<file path="config.mk">
export PLATFORM = sky130hd
export DESIGN_NAME = iob_cfg_loader
export DESIGN_NICKNAME = d
export VERILOG_FILES = /design/src/rtl/iob_cfg_loader.sv
export SDC_FILE = /design/constraint.sdc
export NUM_CORES = 1
export LEC_CHECK = 0
export ABC_AREA = 1
export CORE_MARGIN = 4
export CORE_UTILIZATION = 30
export CTS_CLUSTER_SIZE = 10
export DETAILED_ROUTE_END_ITERATION = 10
export DONT_BUFFER_PORTS = 1
export GPL_ROUTABILITY_DRIVEN = 0
export PLACE_DENSITY = 0.44
export SLEW_MARGIN = 15
export SYNTH_ARGS = -nofsm -noshare
export SYNTH_HDL_FRONTEND = slang
export SYNTH_SLANG_ARGS = --single-unit
</file>
<file path="constraint.sdc">
create_clock -name IOCLK -period 4.3 [get_ports IOCLK]
set_input_delay 0.43 -clock IOCLK [delete_from_list [all_inputs] [get_ports IOCLK]]
set_output_delay 0.43 -clock IOCLK [all_outputs]
set_load 0.05 [all_outputs]
</file>
<file path="src/rtl/iob_cfg_loader.sv">
// iob_cfg_loader
// Serial configuration loader for a column of NIOB I/O blocks. A framed bit
// stream (8-bit sync header MSB first, 3*NIOB payload bits LSB first, one even
// parity bit) is captured into a shadow register. Only a frame with a matching
// header and correct parity is committed to the live outputs, all at once.
//
// Ports
//   IOCLK       clock, all state updates on the rising edge
//   RST         asynchronous active-high reset
//   CFG_START   one-cycle pulse: begin a frame (aborts any frame in progress)
//   CFG_VALID   CFG_DIN carries a frame bit this cycle
//   CFG_DIN     serial frame data
//   TSMUX_OUT   block j tri-state mode in [2j+1:2j] (00 hi-Z, 01 TS-gated, 1x drive)
//   DORREG_OUT  block j input select (0 direct pin, 1 registered)
//   CFG_BUSY    a frame is in progress
//   CFG_DONE    one-cycle pulse on a successful commit
//   CFG_ERR     sticky error flag, cleared by CFG_START or RST
//   DBG_STATE   current FSM state (0 IDLE, 1 HDR, 2 PAY, 3 PAR)
//
// Handshake: CFG_VALID qualifies CFG_DIN with no backpressure; every cycle with
// CFG_VALID high in HDR/PAY/PAR consumes exactly one frame bit, and cycles with
// CFG_VALID low hold all state. CFG_START has priority over CFG_VALID, and
// CFG_DIN in the start cycle is never a frame bit.
module iob_cfg_loader #(
  parameter int         NIOB = 8,
  parameter logic [7:0] SYNC = 8'hA5
) (
  input  logic                IOCLK,
  input  logic                RST,
  input  logic                CFG_START,
  input  logic                CFG_VALID,
  input  logic                CFG_DIN,
  output logic [2*NIOB-1:0]   TSMUX_OUT,
  output logic [NIOB-1:0]     DORREG_OUT,
  output logic                CFG_BUSY,
  output logic                CFG_DONE,
  output logic                CFG_ERR,
  output logic [1:0]          DBG_STATE
);

  localparam int PW  = 3 * NIOB;
  localparam int CW0 = $clog2(PW + 1);
  // At least 3 bits so the 8-bit header count still fits for tiny NIOB.
  localparam int CW  = (CW0 < 3) ? 3 : CW0;

  typedef enum logic [1:0] {
    IDLE = 2'd0,
    HDR  = 2'd1,
    PAY  = 2'd2,
    PAR  = 2'd3
  } state_t;

  state_t          state;
  logic [CW-1:0]   cnt;
  logic [7:0]      hdr_sr;
  logic [PW-1:0]   payload;
  logic            par_acc;
  logic [7:0]      hdr_next;

  // Header value including the bit arriving this cycle, so the compare can
  // happen on the same edge that takes the 8th header bit.
  always_comb begin
    hdr_next = {hdr_sr[6:0], CFG_DIN};
  end

  assign DBG_STATE = state;

  always_ff @(posedge IOCLK or posedge RST) begin
    if (RST) begin
      state      <= IDLE;
      cnt        <= '0;
      hdr_sr     <= '0;
      payload    <= '0;
      par_acc    <= 1'b0;
      TSMUX_OUT  <= '0;
      DORREG_OUT <= '0;
      CFG_BUSY   <= 1'b0;
      CFG_DONE   <= 1'b0;
      CFG_ERR    <= 1'b0;
    end else begin
      CFG_DONE <= 1'b0;
      if (CFG_START) begin
        // Start or restart: the live outputs are left alone until a full,
        // clean frame arrives.
        state    <= HDR;
        cnt      <= '0;
        hdr_sr   <= '0;
        payload  <= '0;
        par_acc  <= 1'b0;
        CFG_ERR  <= 1'b0;
        CFG_BUSY <= 1'b1;
      end else if (CFG_VALID) begin
        case (state)
          IDLE: ;
          HDR: begin
            hdr_sr <= hdr_next;
            if (cnt == CW'(7)) begin
              cnt <= '0;
              if (hdr_next == SYNC) begin
                state <= PAY;
              end else begin
                state    <= IDLE;
                CFG_ERR  <= 1'b1;
                CFG_BUSY <= 1'b0;
              end
            end else begin
              cnt <= cnt + 1'b1;
            end
          end
          PAY: begin
            payload[cnt] <= CFG_DIN;
            par_acc      <= par_acc ^ CFG_DIN;
            if (cnt == CW'(PW - 1)) begin
              cnt   <= '0;
              state <= PAR;
            end else begin
              cnt <= cnt + 1'b1;
            end
          end
          PAR: begin
            if ((par_acc ^ CFG_DIN) == 1'b0) begin
              for (int j = 0; j < NIOB; j++) begin
                TSMUX_OUT[2*j +: 2] <= payload[3*j +: 2];
                DORREG_OUT[j]       <= payload[3*j + 2];
              end
              CFG_DONE <= 1'b1;
            end else begin
              CFG_ERR <= 1'b1;
            end
            cnt      <= '0;
            state    <= IDLE;
            CFG_BUSY <= 1'b0;
          end
          default: state <= IDLE;
        endcase
      end
    end
  end

endmodule

</file>
==> results by group, run 1 <==
Hold path
  • Min-delay worst type: input port to register

Clocking
  • Clock Latency Late Sink: 0.34 ns
  • TritonCTS clock tree: done
  • Cts bufs inserted: 9
  • CTS Sinks: 66
  • Post-CTS Resized: 0
  • Clock Tree Buf Depth: 2
  • Post-CTS setup buffers: 0
  • Cts hold-fix bufs: 0
  • Root buffer cell: clkbuf_8
  • Clk slew on worst S/H paths: 0.08 ns
  • H-tree depth: 3

Outcome
  • Outcome: finished, final reports clean

STA
  • RSZ-0062 raised after global routing: false
  • Slew Viols, Final: 0
  • Clock Skews: 0.006532 ns
  • Slew HR: 0.3699
  • Final worst slack: 1.749 ns
  • Tmin final: 2.551 ns
  • Final Hold Viols: 0
  • Slew @ Worst Pin: 0.9429 ns
  • Hold slack: 0.1433 ns
  • Final setup fails: 0
  • Post-Route Setup TNS: 0 ns
  • Peak Freq: 0.3920 GHz
  • Tcrit/Tclk final: 0.5933

Floorplan
  • Die extent in x: 108.9 um
  • Initial Util: 0.3097
  • Core Area: 9864 um2
  • Die footprint: 11860 um2
  • Chip Height: 108.9 um
  • Rows: 36
  • I/O pin count: 34

Global routing
  • Initial antenna violation count: 0
  • Largest net degree at the start of global routing: 67
  • GRT Resource Usage Total: 0.1286
  • First-pass GRT wire length: 11.72 mm
  • Vias in the first global route: 2271
  • Grt total ovfl: 0

Logic synthesis
  • Mapped Nets: 373
  • Mapped Cells: 361
  • Seq cells post-synth: 66
  • Syn Area/Cell: 8.464 um2
  • Library cells used by synthesis: 23
  • Ys flop type: dfrtp_1
  • Sequential-to-total area share from yosys stat: 0.5405
  • Number of synthesized flops with an enable pin: 0
  • Cell Area, Synth: 3055 um2
  • Ys Warns: 0
  • Async SR Flop Fraction: 1.000

Setup path
  • CP arrival: 2.83 ns
  • Worst Setup End Kind: register
  • Sum of buffers and inverters on the critical path: 1
  • Slowest CP cell: nand4_2
  • Crit start category: register
  • Most used cell, CP: nand2_1
  • Worst-path maximum fanout: 43
  • Worst path max stage delay: 0.75 ns
  • WP data required: 4.58 ns
  • CP delay by family, top: simple AND/OR/NAND/NOR gates
  • Setup CP Type: register to register
  • CP cell instances: ha_1 -> nand4_2 -> inv_1 -> nand2_1 -> nand2_1

Cells and area
  • Finished Core Util: 0.3442
  • Reg area: 1652 um2
  • Layout cells sized above 1: 0.06557
  • Fin nets: 373
  • Area growth syn-to-layout: 11.14%
  • Multi-input logic area: 1144 um2
  • FILL cells: 1058
  • # diodes: 0

Place
  • HPWL after detailed placement: 4.583 mm
  • I/O Buffers: 0
  • Setup WS pre-CTS: 1.693 ns

Pwr
  • Power Density: 467.8 nW/um2
  • Peak supply drop: 176.9 uV
  • Pleak: 1.578 nW

Route
  • Router iterations before antenna repair: 4
  • Initial DRC Count: 131
  • Routed Antenna Nets: 0
  • Drt wl/cell: 13.90 um
  • Residual DRC count: 0
  • Vias/cell: 4.631
  • DR vias: 2311
  • WL final: 6.935 mm

Flow run
  • Max_cap viols: 0
==> report_power, final <==
group	switching [mW]	leakage (nW)	internal, mW
registers	0.0607	0.909	0.659
logic	0.190	0.557	0.0779
clock network	0.258	0.112	0.343
total	0.509	1.58	1.08
==> cells by family (layout without fill, tap and decap cells) <==
family,after synthesis,after routing,share of synthesized area
fa+ha+maj,7,7,0.02866
buf+inv,65,70,0.08518
simple gates,135,135,0.1830
compound gates,87,87,0.1572
flops,66,66,0.5405
xor+xnor,1,1,0.005325
==> worst register-to-register path: cells and delay by family (launching register included) <==
family                   cells  cell delay [ns]
adder cells (fa/ha/maj)      1             0.35
flip-flops                   1             0.72
buffers and inverters        1             0.49
AND/OR/NAND/NOR              3             0.91
==> final timing paths <==
| check | depth (start not counted) | start | end | slack (ns) |
|---|---|---|---|---|
| worst max-delay path | 5 | DBG_STATE[1] | TSMUX_OUT[15] | 1.75 |
| worst min-delay path | 1 | CFG_START | CFG_ERR | 0.14 |
| worst max register to register | 5 | DBG_STATE[1] | TSMUX_OUT[15] | 1.75 |
| worst min register to register | 2 | payload[10] | TSMUX_OUT[7] | 0.49 |
| max in group asynchronous | 2 | RST | payload[22] | 3.54 |
| min in group asynchronous | 2 | RST | TSMUX_OUT[13] | 0.21 |
==> through the flow <==
step                      instance area [um2]  power, mW  instances
final                                    3396      1.589        499
after global routing                     3396      1.686        499
after CTS                                3396      1.611        499
after detailed placement                 3168      1.004        483
after global placement                   3168      1.001        483
after floorplan                          3055     0.9262        361
==> cell usage in the layout, fill, tap and decap left out <==
master and count:
o21ai_0 40, o21ai_2 1, nor2_1 17, clkbuf_8 10
bufinv_16 2, clkinv_4 2, nor3_1 4, inv_1 51
nand3_2 1, nor2_4 1, o22ai_1 19, clkinv_2 1
a21boi_0 1, ha_1 7, o31ai_1 6, nand4_1 1
xnor2_2 1, nand3_1 18, a21oi_1 20, buf_4 1
nand2_1 92, dfrtp_1 66, inv_2 2, nand4_2 1
clkinvlp_4 1
==> area by class of cell <==
class	count	share of cell area
sequential	66	0.4864
multi-input combinational	230	0.3368
inverter	53	0.05859
tap	133	0.04901
clock buffer	10	0.04053
clock inverter	6	0.02653
timing repair buffer	1	0.002211
==> per-layer routing <==
metal  vias up  GRT usage  wire length (um)
li1       1182          -                 -
met2        49     0.1895              3002
met3         8    0.05684               431
met5         -          0                 0
met4         0    0.03156                65
met1      1072     0.1729              3436
==> sequential cells by signal, summed over array words and instances (netlist names) <==
signal and flops:
CFG_ERR 1, DBG_STATE 2, TSMUX_OUT 16, CFG_DONE 1, par_acc 1, cnt 5
CFG_BUSY 1, hdr_sr 7, DORREG_OUT 8, payload 24
==> synthesized netlist by cell type (4+ instances only) <==
cell type	n	area, um2
inv_1	52	195.2
a21oi_1	20	100.1
dfrtp_1	66	1652
buf_2	7	35.03
nand3_1	18	90.09
o21ai_0	40	200.2
o31ai_1	6	45.04
nand2_1	92	345.3
o22ai_1	19	118.9
nor2_1	17	63.81
nor3_1	4	20.02
ha_1	7	87.58
(Power assumes the default switching activity.)
==> run 2, diff against run 1 <==
- ABC_AREA: 1 -> 0
- PLACE_DENSITY: 0.44 -> 0.45
- clock period: 4.3 -> 2.19 ns (I/O delays scaled with it)
==> run 2 against run 1 <==
  * Synthesized cell count down 14%
  * Combinational power down 67%
  * Non-clock buffer count up 11
  * Largest cell class unchanged
  * Largest power group unchanged
==> results by group, run 2 <==
Outcome
  • Outcome: finished, final reports clean

Floorplan
  • Core Area: 9955 um2 (+0.91%)
  • Chip Height: 109.9 um (+0.87%)
  • Die footprint: 12070 um2 (+1.7%)
  • Initial Util: 0.3127 (+0.002979)
  • Rows: 36 (unchanged)
  • Die extent in x: 109.9 um (+0.87%)
  • I/O pin count: 34 (unchanged)

Logic synthesis
  • Synth area leader: dfrtp_1
  • Sequential-to-total area share from yosys stat: 0.5305 (-0.009994)
  • Most common cell in the synthesized netlist: dfrtp_1
  • Library cells used by synthesis: 38 (+65%)
  • Ys flop type: dfrtp_1
  • Ys Warns: 0 (unchanged)
  • Seq cells post-synth: 66 (unchanged)
  • Mapped Cells: 310 (-14%)
  • Number of synthesized flops with an enable pin: 0 (unchanged)
  • Top cells by count, synth: dfrtp_1, nand2_1, a21oi_1, nand3_1, mux2_2
  • Syn Area/Cell: 10.04 um2 (+19%)
  • Cell Area, Synth: 3113 um2 (+1.9%)
  • Top cells by area, synth: dfrtp_1, mux2_2, nand2_1, a21oi_1, nand3_1
  • Async SR Flop Fraction: 1.000 (unchanged)
  • Mapped Nets: 322 (-14%)
  • Share of Yosys cell area claimed by the top area cell type: 0.5305 (-0.009994)

Route
  • Initial DRC Count: 138 (+5.3%)
  • Residual DRC count: 0 (unchanged)
  • Vias/cell: 4.867 (+5.1%)
  • Router iterations before antenna repair: 5 (+1)
  • DR vias: 2190 (-5.2%)
  • WL final: 7.225 mm (+4.2%)
  • Routed Antenna Nets: 0 (unchanged)
  • Drt wl/cell: 16.06 um (+16%)

Setup path
  • Critical Path Start: cnt[0]
  • Reg2reg path depth: 5 (unchanged)
  • Crit path capture: cnt[4]
  • WP data required: 2.47 ns (-2.11 ns)
  • Reg2reg end: cnt[4]
  • CP cell instances: ha_1 -> and4bb_2 -> or3_1 -> a21oi_1 -> a22o_1
  • R2R Path Start: cnt[0]
  • Setup CP Type: register to register
  • Crit start category: register
  • Slowest CP cell: dfrtp_1
  • Worst Setup End Kind: register
  • CP arrival: 2.09 ns (-0.74 ns)
  • Worst path max stage delay: 0.44 ns (-0.31 ns)
  • Register-to-register setup slack: 0.38 ns (-1.37 ns)
  • Worst-path maximum fanout: 7 (-84%)

Global routing
  • GRT Resource Usage Total: 0.1280 (-0.0005855)
  • First-pass GRT wire length: 11.75 mm (+0.29%)
  • Initial antenna violation count: 0 (unchanged)
  • Grt total ovfl: 0 (unchanged)
  • Largest net degree at the start of global routing: 55 (-18%)
  • Vias in the first global route: 2237 (-1.5%)

Hold path
  • Min-delay worst type: input port to register

Clocking
  • Cts hold-fix bufs: 5 (+5)
  • TritonCTS clock tree: done
  • Clk slew on worst S/H paths: 0.07 ns (about the same)
  • CTS Sinks: 66 (unchanged)
  • Root buffer cell: clkbuf_8
  • Cts bufs inserted: 9 (unchanged)
  • Clock Latency Late Sink: 0.34 ns (about the same)
  • Post-CTS setup buffers: 0 (unchanged)
  • Post-CTS Resized: 0 (unchanged)
  • Clock Tree Buf Depth: 2 (unchanged)
  • H-tree depth: 3 (unchanged)

Pwr
  • Power Density: 700.1 nW/um2 (+50%)
  • Tot Pwr: 2.470 mW (+55%)
  • Pleak: 1.505 nW (-4.7%)
  • Peak supply drop: 241.6 uV (+37%)

STA
  • Final worst slack: 0.3807 ns (-1.368 ns)
  • Peak Freq: 0.5527 GHz (+41%)
  • Final setup fails: 0 (unchanged)
  • Tcrit/Tclk final: 0.8262 (+0.2329)
  • Slew @ Worst Pin: 0.5118 ns (-0.4311 ns)
  • Clock Skews: 0.008975 ns (+0.002442 ns)
  • Slew Viols, Final: 0 (unchanged)
  • Final Hold Viols: 0 (unchanged)
  • Post-Route Setup TNS: 0 ns (unchanged)
  • Slew HR: 0.6573 (+0.2874)
  • Tmin final: 1.809 ns (-0.7418 ns)
  • RSZ-0062 raised after global routing: false

Cells and area
  • Layout cells sized above 1: 0.1735 (+0.1079)
  • Top flop regs: payload x24, TSMUX_OUT x16, DORREG_OUT x8
  • Commonest non-fill, non-tap cell in the layout: dfrtp_1
  • Fin nets: 324 (-13%)
  • Area growth syn-to-layout: 13.30%
  • # diodes: 0 (unchanged)
  • Max reg flops: 24 (unchanged)
  • Commonest non-fill, non-tap cells in the layout: dfrtp_1, nand2_1, a21oi_1, nand3_1, mux2_2
  • Most flop-heavy register: payload

Place
  • HPWL after detailed placement: 4.406 mm (-3.9%)
  • Setup WS pre-CTS: 0.4124 ns (-1.281 ns)
  • I/O Buffers: 0 (unchanged)

Flow run
  • Max_cap viols: 0 (unchanged)
run 2: changes by cell type after synthesis, moves of 6 or more:
cell and delta:
o21ai_0 -28, nand2_1 -37, mux2_2 +23, nand3_1 +13
o22ai_1 -19, inv_1 -44, a21oi_1 +16, o31ai_1 -6
run 2: logic make-up after synthesis:
logic type | synth area share
multiplexers | 0.08682
AO/OA/AOI/OAI | 0.1041
AND/OR/NAND/NOR | 0.1974
XOR/XNOR | 0.008041
adder cells (fa/ha/maj) | 0.02813
buffers and inverters | 0.04501
flip-flops | 0.5305
run 2: stage by stage:
| step | hold slack (ns) | instance area [um2] | instances | util |
|---|---|---|---|---|
| 6_report | 0.01601 | 3527 | 450 | 0.3543 |
| 5_1_grt | 0.002538 | 3527 | 450 | 0.3543 |
| 4_1_cts | 0.0005068 | 3517 | 449 | 0.3533 |
| 3_5_place_dp | 0.06484 | 3239 | 428 | 0.3254 |
| 3_3_place_gp | 0.06552 | 3239 | 428 | 0.3254 |
| 2_1_floorplan | 0.4577 | 3113 | 310 | - |
run 2: power breakdown:
part	internal [mW]	total, mW	leakage (nW)	switching [mW]
clock network	0.645	1.14	0.107	0.490
registers	1.23	1.24	0.910	0.0189
logic	0.0283	0.0893	0.487	0.0610
run 2: worst min path at each step:
stage	start	end	slack [ns]	depth (start not counted)
2_1_floorplan	payload[20]	DORREG_OUT[6]	0.46	1
3_3_place_gp	RST	DORREG_OUT[3]	0.07	1
3_5_place_dp	RST	DORREG_OUT[3]	0.06	1
4_1_cts	CFG_DIN	payload[7]	0.0005	2
5_1_grt	CFG_DIN	payload[7]	0.003	2
6_report	CFG_DIN	hdr_sr[0]	0.02	2
run 2: cell type report:
| type | instances | area [um2] |
|---|---|---|
| Multi-Input combinational cell | 215 | 1321 |
| Fill cell | 1013 | 6427 |
| Sequential cell | 66 | 1652 |
| Clock inverter | 6 | 90.09 |
| Inverter | 8 | 30.03 |
| Clock buffer | 10 | 127.6 |
| Timing Repair Buffer | 12 | 140.1 |
| Tap cell | 133 | 166.4 |
run 2: per-layer routing:
metal  wire length (um)  share of wire  global-route usage  vias to the layer above
met5                  0              0                   0                        -
met4                 64         0.0089             0.04007                        0
met3                419          0.058             0.04639                        5
met2               3366           0.47              0.2067                       52
met1               3375           0.47              0.1592                     1056
li1                   -              -                   -                     1077
run 2: critical path: cells and delay by family, from the launching register on:
family	cells	cell delay [ns]
compound gates	2	0.42
fa+ha+maj	1	0.30
flops	1	0.44
simple gates	2	0.58
==> run 3, diff against run 2 <==
- ABC_AREA: 0 -> 1
- PLACE_DENSITY: 0.45 -> 0.44
- clock period: 2.19 -> 1.71 ns (I/O delays scaled with it)
==> run 3 against run 2 <==
  * Core utilization up 0.72 points
  * Sequential share of layout area is 0.44 points lower
  * Setup slack lost 0.20 ns
  * Sequential power increased by 44%
  * Hold slack improved by 0.0060 ns
  * Non-clock buffer count up 5
  * First-iteration DRC count decreased by 22%
  * Cell area increased by 1.1%
  * Die area decreased by 1.7%
  * Fmax is 18% higher
  * Register-to-register slack worse by 0.20 ns
  * Global-route usage grew 0.13 points
  * Largest power group unchanged
==> results by group, run 3 (same netlist as run 1, synthesis figures left out) <==
Setup path
  • WP data required: 1.96 ns (-0.51 ns)
  • Worst Setup End Kind: register
  • CP arrival: 1.78 ns (-0.31 ns)
  • Setup CP Type: register to register
  • Reg2reg path depth: 7 (+2)
  • Register-to-register setup slack: 0.18 ns (-0.20 ns)
  • R2R Path Start: cnt[0]
  • Crit start category: register
  • Worst-path maximum fanout: 5 (-2)
  • Reg2reg end: DBG_STATE[1]
  • Critical Path Start: cnt[0]

STA
  • Post-Route Setup TNS: 0 ns (unchanged)
  • Final Hold Viols: 0 (unchanged)
  • Final setup fails: 0 (unchanged)
  • RSZ-0062 raised after global routing: false
  • Slew HR: 0.6614 (+0.004081)
  • Hold slack: 0.02201 ns (+0.006003 ns)
  • Peak Freq: 0.6531 GHz (+18%)
  • Slew Viols, Final: 0 (unchanged)
  • Clock Skews: 0.007008 ns (-0.001967 ns)
  • Tmin final: 1.531 ns (-0.2781 ns)
  • Tcrit/Tclk final: 0.8955 (+0.06930)
  • Slew @ Worst Pin: 0.5079 ns (-0.003879 ns)

Outcome
  • Outcome: finished, final reports clean

Cells and area
  • Most flop-heavy register: payload
  • Commonest non-fill, non-tap cells in the layout: nand2_1, dfrtp_1, inv_1, o21ai_0, a21oi_1
  • # diodes: 0 (unchanged)
  • Area growth syn-to-layout: 16.71%
  • Layout cells sized above 1: 0.1073 (-0.06617)
  • Fin nets: 389 (+20%)
  • Max reg flops: 24 (unchanged)
  • Finished Core Util: 0.3615 (+0.007168)
  • Commonest non-fill, non-tap cell in the layout: nand2_1
  • Top flop regs: payload x24, TSMUX_OUT x16, DORREG_OUT x8
  • Non-filler cells, final: 515 (+14%)

Clocking
  • Clock Latency Late Sink: 0.34 ns (about the same)
  • TritonCTS clock tree: done
  • H-tree depth: 3 (unchanged)
  • Clock Tree Buf Depth: 2 (unchanged)
  • CTS Sinks: 66 (unchanged)
  • Post-CTS setup buffers: 0 (unchanged)
  • Root buffer cell: clkbuf_8
  • Cts bufs inserted: 9 (unchanged)
  • Clk slew on worst S/H paths: 0.07 ns (about the same)

Hold path
  • Hold EP: cnt[1]
  • Min-delay worst type: input port to register
  • Hold wc startpoint: CFG_START
  • Hold Path Depth: 3 (+1)

Floorplan
  • Core Area: 9864 um2 (-0.91%)
  • Initial Util: 0.3097 (-0.002979)
  • Die extent in x: 108.9 um (-0.86%)
  • Rows: 36 (unchanged)
  • Die footprint: 11860 um2 (-1.7%)
  • Chip Height: 108.9 um (-0.86%)
  • I/O pin count: 34 (unchanged)

Route
  • DR vias: 2348 (+7.2%)
  • Routed Antenna Nets: 0 (unchanged)
  • Residual DRC count: 0 (unchanged)
  • Vias/cell: 4.559 (-6.3%)
  • Initial DRC Count: 107 (-22%)
  • Router iterations before antenna repair: 4 (-1)
  • WL final: 6.995 mm (-3.2%)
  • Drt wl/cell: 13.58 um (-15%)

Place
  • HPWL after detailed placement: 4.924 mm (+12%)
  • Placed cell count: 497 (+16%)
  • I/O Buffers: 0 (unchanged)

Flow run
  • Max_cap viols: 0 (unchanged)

Global routing
  • First-pass GRT wire length: 12.00 mm (+2.1%)
  • Grt total ovfl: 0 (unchanged)
  • GRT Resource Usage Total: 0.1294 (+0.001344)
  • Initial antenna violation count: 0 (unchanged)
  • Largest net degree at the start of global routing: 31 (-44%)
  • Vias in the first global route: 2354 (+5.2%)

Pwr
  • Sw frac: 0.3142 (+0.08327)
  • Tot Pwr: 4.058 mW (+64%)
  • Power Density: 1138 nW/um2 (+63%)
  • Peak supply drop: 435.1 uV (+80%)
  • Pleak: 1.657 nW (+10%)
  • Int Pwr: 2.783 mW (+47%)
  • Clk network pwr share: 0.367 (-0.093)
  • Logic gate share of total power: 0.195 (+0.159)
  • Sequential share of power: 0.438 (-0.066)
  • Net Sw Power: 1.275 mW (+120%)
-- run 3: power by group through the flow --
stage	combinational (mW)	sequential, mW	clock, mW
2_1_floorplan	0.512	1.82	0
3_3_place_gp	0.796	1.80	0
3_5_place_dp	0.795	1.80	0
4_1_cts	0.808	1.77	1.55
5_1_grt	0.908	1.79	1.63
6_report	0.792	1.78	1.49
-- run 3: per-stage QoR --
step | setup slack, ns | cell area, um2
after floorplan | 0.07855 | 3062
after global placement | 0.1974 | 3317
after detailed placement | 0.1615 | 3317
after CTS | 0.1283 | 3563
after global routing | 0.02424 | 3566
final | 0.1787 | 3566
-- run 3: final cells by class --
cell class,instances,area (um2)
timing repair buffer,17,170.2
clock inverter,6,88.84
fill,1031,6299
sequential,66,1654
multi-input combinational,230,1146
tap,133,166.4
inverter,53,202.7
clock buffer,10,137.6
-- run 3: repair_timing --
action                     CTS  global route
hold endpoints to repair    22             0
setup endpoints to repair    0             3
hold buffers                 2             0
gates resized for setup      0             2
-- run 3: routing by layer --
| layer | track usage | vias up | part of all wire |
|---|---|---|---|
| met1 | 0.1761 | 1093 | 0.48 |
| met2 | 0.1904 | 43 | 0.45 |
| met5 | 0 | - | 0 |
| met4 | 0.02976 | 0 | 0.0070 |
| li1 | - | 1207 | - |
| met3 | 0.05506 | 5 | 0.059 |
-- run 3: worst max-delay path by stage --
stage               depth (start not counted)  slack, ns      endpoint
finish                                      7       0.18  DBG_STATE[1]
CTS                                         8       0.13        cnt[3]
global route                                8       0.02  DBG_STATE[0]
floorplan                                   7       0.08    payload[0]
detailed placement                          8       0.16        cnt[3]
global placement                            7       0.20     hdr_sr[3]
-- run 3: critical path, cell delays in order (launching register included) --
cell and delay [ns]:
dfrtp_1 0.40, ha_2 0.24, nand2_1 0.11, nor2_1 0.18
inv_1 0.09, nand3_1 0.07, nand3_1 0.13, o21ai_0 0.21
